File: config.mk
export PLATFORM = sky130hd
export DESIGN_NAME = aes_key_reverse_256_flat
export DESIGN_NICKNAME = d
export VERILOG_FILES = /design/src/rtl/aes_key_reverse_256_if.sv /design/src/rtl/aes_key_reverse_256.sv /design/src/flat_wrapper.sv
export SDC_FILE = /design/constraint.sdc
export NUM_CORES = 2
export LEC_CHECK = 0
export CAP_MARGIN = 10
export CORE_ASPECT_RATIO = 0.7
export CORE_MARGIN = 3
export CORE_UTILIZATION = 25
export CTS_BUF_LIST = sky130_fd_sc_hd__clkbuf_16
export CTS_CLUSTER_SIZE = 14
export DETAILED_ROUTE_END_ITERATION = 16
export GPL_ROUTABILITY_DRIVEN = 0
export GPL_TIMING_DRIVEN = 1
export REMOVE_ABC_BUFFERS = 1
export SLEW_MARGIN = 20
export SYNTH_ARGS = -nofsm -noshare
export SYNTH_HDL_FRONTEND = slang
export SYNTH_SLANG_ARGS = --single-unit
File: constraint.sdc
create_clock -name clk -period 17.3 [get_ports clk]
set_input_delay 1.73 -clock clk [delete_from_list [all_inputs] [get_ports clk]]
set_output_delay 1.73 -clock clk [all_outputs]
set_load 0.01 [all_outputs]
File: src/rtl/aes_key_reverse_256_if.sv
// Handshake/bus bundle for aes_key_reverse_256; subkey_ready exists only when
// AES_KEYREV_STALL_EN is defined.
interface aes_key_reverse_256_if;
  logic         start;
  logic [255:0] last_key;
  logic [127:0] subkey;
  logic [3:0]   round;
  logic         subkey_valid;
  logic         busy;
  logic         done;
`ifdef AES_KEYREV_STALL_EN
  logic         subkey_ready;

  modport master (
    output start, last_key, subkey_ready,
    input  subkey, round, subkey_valid, busy, done
  );
  modport slave (
    input  start, last_key, subkey_ready,
    output subkey, round, subkey_valid, busy, done
  );
`else
  modport master (
    output start, last_key,
    input  subkey, round, subkey_valid, busy, done
  );
  modport slave (
    input  start, last_key,
    output subkey, round, subkey_valid, busy, done
  );
`endif
endinterface

File: src/rtl/aes_key_reverse_256.sv
// Inverse AES-256 key schedule: emits round keys 14..0 from {rk13, rk14}.
// Optional consumer back-pressure via AES_KEYREV_STALL_EN (adds subkey_ready).
module aes_key_reverse_256 #(
  parameter int unsigned NR = 14,
  parameter int unsigned NK = 8
) (
  input logic                  clk,
  input logic                  reset,
  aes_key_reverse_256_if.slave kif
);

  localparam int unsigned    WW      = NK * 32;
  localparam logic [3:0]     LAST_RD = 4'(NR);

  typedef enum logic {IDLE, EMIT} state_t;

  function automatic logic [7:0] gf_mul(input logic [7:0] a, input logic [7:0] b);
    logic [7:0] p;
    logic [7:0] x;
    p = '0;
    x = a;
    for (int unsigned i = 0; i < 8; i++) begin
      if (b[i]) p = p ^ x;
      x = {x[6:0], 1'b0} ^ (x[7] ? 8'h1b : 8'h00);
    end
    return p;
  endfunction

  // Forward S-box as GF(2^8) inverse (x^254) followed by the affine map.
  function automatic logic [7:0] sbox(input logic [7:0] a);
    logic [7:0] inv;
    logic [7:0] sq;
    inv = 8'h01;
    sq  = a;
    for (int unsigned i = 1; i < 8; i++) begin
      sq  = gf_mul(sq, sq);
      inv = gf_mul(inv, sq);
    end
    return inv ^ {inv[6:0], inv[7]} ^ {inv[5:0], inv[7:6]} ^
           {inv[4:0], inv[7:5]} ^ {inv[3:0], inv[7:4]} ^ 8'h63;
  endfunction

  state_t         state_q, state_d;
  logic [WW-1:0]  win_q, win_d;
  logic [127:0]   subkey_q, subkey_d;
  logic [3:0]     round_q, round_d;
  logic           valid_q, valid_d;
  logic           busy_q, busy_d;
  logic           done_q, done_d;

  logic [31:0]    wd [NK];
  logic [31:0]    x;
  logic [31:0]    sx;
  logic [7:0]     rcon;
  logic [127:0]   nw;
  logic           adv;

  // Window holds w[k..k+7]; an odd current round means the next key's
  // j=k+4 lands on j%8==0 (RotWord + Rcon), otherwise plain SubWord.
  always_comb begin
    for (int unsigned i = 0; i < NK; i++) wd[i] = win_q[WW-1-32*i -: 32];
    rcon = 8'h01 << round_q[3:1];
    x    = round_q[0] ? {wd[3][23:0], wd[3][31:24]} : wd[3];
    sx   = {sbox(x[31:24]), sbox(x[23:16]), sbox(x[15:8]), sbox(x[7:0])};
    if (round_q[0]) sx[31:24] = sx[31:24] ^ rcon;
    nw   = {wd[4] ^ sx, wd[5] ^ wd[4], wd[6] ^ wd[5], wd[7] ^ wd[6]};
  end

`ifdef AES_KEYREV_STALL_EN
  assign adv = kif.subkey_ready;
`else
  assign adv = 1'b1;
`endif

  always_comb begin
    state_d  = state_q;
    win_d    = win_q;
    subkey_d = subkey_q;
    round_d  = round_q;
    valid_d  = valid_q;
    busy_d   = busy_q;
    done_d   = done_q;
    unique case (state_q)
      IDLE: begin
        if (kif.start) begin
          state_d  = EMIT;
          win_d    = kif.last_key;
          subkey_d = kif.last_key[127:0];
          round_d  = LAST_RD;
          valid_d  = 1'b1;
          busy_d   = 1'b1;
          done_d   = 1'b0;
        end
      end
      EMIT: begin
        if (adv) begin
          if (round_q == 4'd0) begin
            state_d = IDLE;
            valid_d = 1'b0;
            busy_d  = 1'b0;
            done_d  = 1'b0;
          end else if (round_q == LAST_RD) begin
            subkey_d = win_q[WW-1 -: 128];
            round_d  = round_q - 4'd1;
          end else begin
            subkey_d = nw;
            round_d  = round_q - 4'd1;
            win_d    = {nw, win_q[WW-1 -: 128]};
            done_d   = (round_q == 4'd1);
          end
        end
      end
    endcase
  end

  always_ff @(posedge clk) begin
    if (reset) begin
      state_q  <= IDLE;
      win_q    <= '0;
      subkey_q <= '0;
      round_q  <= '0;
      valid_q  <= 1'b0;
      busy_q   <= 1'b0;
      done_q   <= 1'b0;
    end else begin
      state_q  <= state_d;
      win_q    <= win_d;
      subkey_q <= subkey_d;
      round_q  <= round_d;
      valid_q  <= valid_d;
      busy_q   <= busy_d;
      done_q   <= done_d;
    end
  end

  assign kif.subkey       = subkey_q;
  assign kif.round        = round_q;
  assign kif.subkey_valid = valid_q;
  assign kif.busy         = busy_q;
  assign kif.done         = done_q;

endmodule

File: src/flat_wrapper.sv
// flat-port wrapper written by rule: the top's interface ports become plain ports
module aes_key_reverse_256_flat 
#(
  parameter int unsigned NR = 14,
  parameter int unsigned NK = 8
)
  (clk, reset, kif_start, kif_last_key, kif_subkey, kif_round, kif_subkey_valid, kif_busy, kif_done);
  aes_key_reverse_256_if kif_i ();
  input logic clk;
  input logic reset;
  input wire logic [$bits(kif_i.start)-1:0] kif_start;
  input wire logic [$bits(kif_i.last_key)-1:0] kif_last_key;
  output wire logic [$bits(kif_i.subkey)-1:0] kif_subkey;
  output wire logic [$bits(kif_i.round)-1:0] kif_round;
  output wire logic [$bits(kif_i.subkey_valid)-1:0] kif_subkey_valid;
  output wire logic [$bits(kif_i.busy)-1:0] kif_busy;
  output wire logic [$bits(kif_i.done)-1:0] kif_done;
  assign kif_i.start = kif_start;
  assign kif_i.last_key = kif_last_key;
  assign kif_subkey = kif_i.subkey;
  assign kif_round = kif_i.round;
  assign kif_subkey_valid = kif_i.subkey_valid;
  assign kif_busy = kif_i.busy;
  assign kif_done = kif_i.done;
  aes_key_reverse_256 #(.NR(NR), .NK(NK)) u_core (.clk(clk), .reset(reset), .kif(kif_i));
endmodule
==> results.cfg <==
[run_status]
status = finished clean

[sta]
finalMaxSlewViolations = 0
final_hold_viol_count = 0
maxSlewHeadroom_pct = 22.8
tightest_slew_ps = 1150
clock_skew_ps = 75.9
period_share_pct = 94.7
finalSetupViolCount = 0
period_minus_slack_ps = 16380
max_freq_mhz = 61.1

[clock_network]
cts_hold_buf = 0
cts_sinks = 391
ctsLongestPathBuffers = 3
htreeDepth = 2
numCtsBuffers = 48
path_clk_slew_ps = 60
clock_latency_ps = 730
cts_tree = done
cts_root_buf = clkbuf_16

[routing]
drc = 0
first_pass_iters = 6
routed_wl_um = 270000
detail_route.wl_per_cell_um = 18.9
vias_per_cell = 5.05
drt_iter0_drc = 7949
vias = 72200
ant_nets = 0

[yosys]
synth-async-reset-ratio_pct = 0
synth_seq_cells = 391
ys.flop_type = dfxtp_1
yosysUniqueCellTypes = 113
yosysSeqAreaShare_pct = 10.5
syn_area_mm2 = 0.0743
ys_warn_count = 0
syn_inst = 10000
syn_area_per_cell_um2 = 7.42
synth_edf_count = 0

[layout]
drive_above_1_share_pct = 10.8
postLayoutCellArea_mm2 = 0.0870
syn2layout_area_growth_pct = 17.1
final_common_cell = xnor2_1
finalNetCount = 10600
fillers = 31600
final_cell_mix = 1,792 x xnor2_1, 1,465 x nor2_1, 1,336 x nand2_1

[die]
die_y_um = 462
initial_utilization_pct = 25.3
core_mm2 = 0.294
rows = 166
io_pins = 394
chipWidth_um = 658
die-area_mm2 = 0.304

[critical_path]
cpMostUsedCell = xnor2_1
crit_start = u_core.kif.round[0]$_SDFFE_PP0P_
crit_path_end_kind = flop
cp.required_ps = 17780
cp_slowest_stage_delay_ps = 720
worstSetupPathType = reg -> reg
crit_slowest_cell = xor2_2
cp-start-kind = flop
worstPathMaxFanout = 52
cp.arrival_ps = 16860
reg2reg_from = u_core.kif.round[0]$_SDFFE_PP0P_

[global_route]
antenna_found_initial = 14
grt_use_total_pct = 17.0
grt_pass1_wl_um = 412000
grt_pass1_vias = 65100
grt_max_degree = 209
grt_overflow = 0

[hold_path]
hold_start = u_core.wd[177]$_SDFFE_PP0P_
hp-class = reg -> reg

[job]
drv_cap = 0

[placement]
portBuffers = 393
detailed_place_hpwl_um = 204000
placed_area_mm2 = 0.0846
-- sequential cells by signal, indices dropped and copies added, names as in the netlist --
signal,flops
u_core.state_q,1
u_core.wd,256
u_core.kif.subkey_valid,1
u_core.kif.round,4
u_core.kif.done,1
u_core.kif.subkey,128
-- critical path: cells and delay by family, from the launching register on --
kind / cells / cell delay, ps
buf+inv: 3 / 780
compound gates: 5 / 1040
fa+ha+maj: 1 / 470
flops: 1 / 470
simple gates: 5 / 430
mux: 1 / 290
xor+xnor: 39 / 12590
-- stage by stage --
stage	util, %	TNS (ps)	setup WS, ps	cells	hold WS [ps]
3_3_place_gp	28.8	0	85.2	14200	455
4_1_cts	29.3	0	28.0	14200	452
3_5_place_dp	28.8	0	56.1	14200	459
5_1_grt	29.6	-44.3	-28.7	14300	485
6_report	29.6	0	920	14300	464
2_1_floorplan	-	-6655120	-25860	9263	435
-- synthesized netlist by cell type, types with 31 or more instances --
master	n	share of area [%]
xnor2_1	1849	22
xor2_1	457	5.4
mux2i_1	244	3.3
clkbuf_1	546	2.8
nand2_1	1336	6.7
a32oi_1	39	0.46
xor2_2	36	0.79
o221ai_1	31	0.37
o211ai_1	266	2.7
o21ai_0	374	2.5
a211oi_1	117	1.2
nor3_1	171	1.2
o21ai_1	61	0.41
nor2b_1	72	0.61
xor3_1	34	1.1
buf_1	63	0.32
buf_2	114	0.77
inv_1	76	0.38
xnor3_1	233	7.1
mux2_2	56	0.85
and2_1	48	0.40
xnor2_2	129	2.8
a221oi_1	49	0.58
and3_1	36	0.30
nor2_1	1467	7.4
a311oi_1	202	2.4
a31oi_1	62	0.52
dfxtp_1	391	11
a21oi_1	504	3.4
o22ai_1	115	0.97
nand2b_1	57	0.48
a22oi_1	46	0.46
nand3_1	163	1.1
-- layer usage --
| metal | global-route usage (%) | part of all wire, % | vias up |
|---|---|---|---|
| met3 | 2.55 | 8.3 | 202 |
| met4 | 5.40 | 3.2 | 2 |
| li1 | - | - | 35000 |
| met2 | 23.9 | 40 | 2871 |
| met5 | 0 | 0.0048 | - |
| met1 | 25.9 | 48 | 34100 |
-- path summary, 6_finish.rpt --
kind | endpoint | slack [ps] | cells after the start
worst max-delay path | u_core.kif.subkey[112]$_SDFFE_PP0P_ | 920 | 54
worst max register to register | u_core.kif.subkey[112]$_SDFFE_PP0P_ | 920 | 54
worst min register to register | u_core.wd[49]$_SDFFE_PP0P_ | 460 | 2
worst min-delay path | u_core.wd[49]$_SDFFE_PP0P_ | 460 | 2
-- area by class of cell --
cell class,count,area (µm²),share of cell area (%)
flip-flops and latches,391,7840,9.00
diodes,15,37.5,0.0431
inverters,92,353,0.405
clock inverters,37,284,0.326
clock buffers,49,1230,1.41
repair buffers,987,8510,9.77
well taps,3948,4940,5.68
multi-input cells,8781,63800,73.4
-- timing repair --
| item | 4_1_cts | 5_1_grt |
|---|---|---|
| setup endpoints to repair | 4 | 64 |
| endpoints found under the hold margin | 0 | 0 |
| pin swaps | 0 | 11 |
| cloned | 0 | 2 |
| buffers inserted | 0 | 38 |
| resized for setup | 2 | 68 |
-- cell families after synthesis --
logic type / count (synthesis) / synth area share, %
simple gates: 3500 / 19.6
xor+xnor: 2788 / 40.7
compound gates: 2139 / 19.2
buf+inv: 851 / 4.76
flops: 391 / 10.5
mux: 329 / 4.80
fa+ha+maj: 24 / 0.397
Power is not shown: default switching activity piles up to over one toggle a cycle in this logic, so the estimate is an artifact.
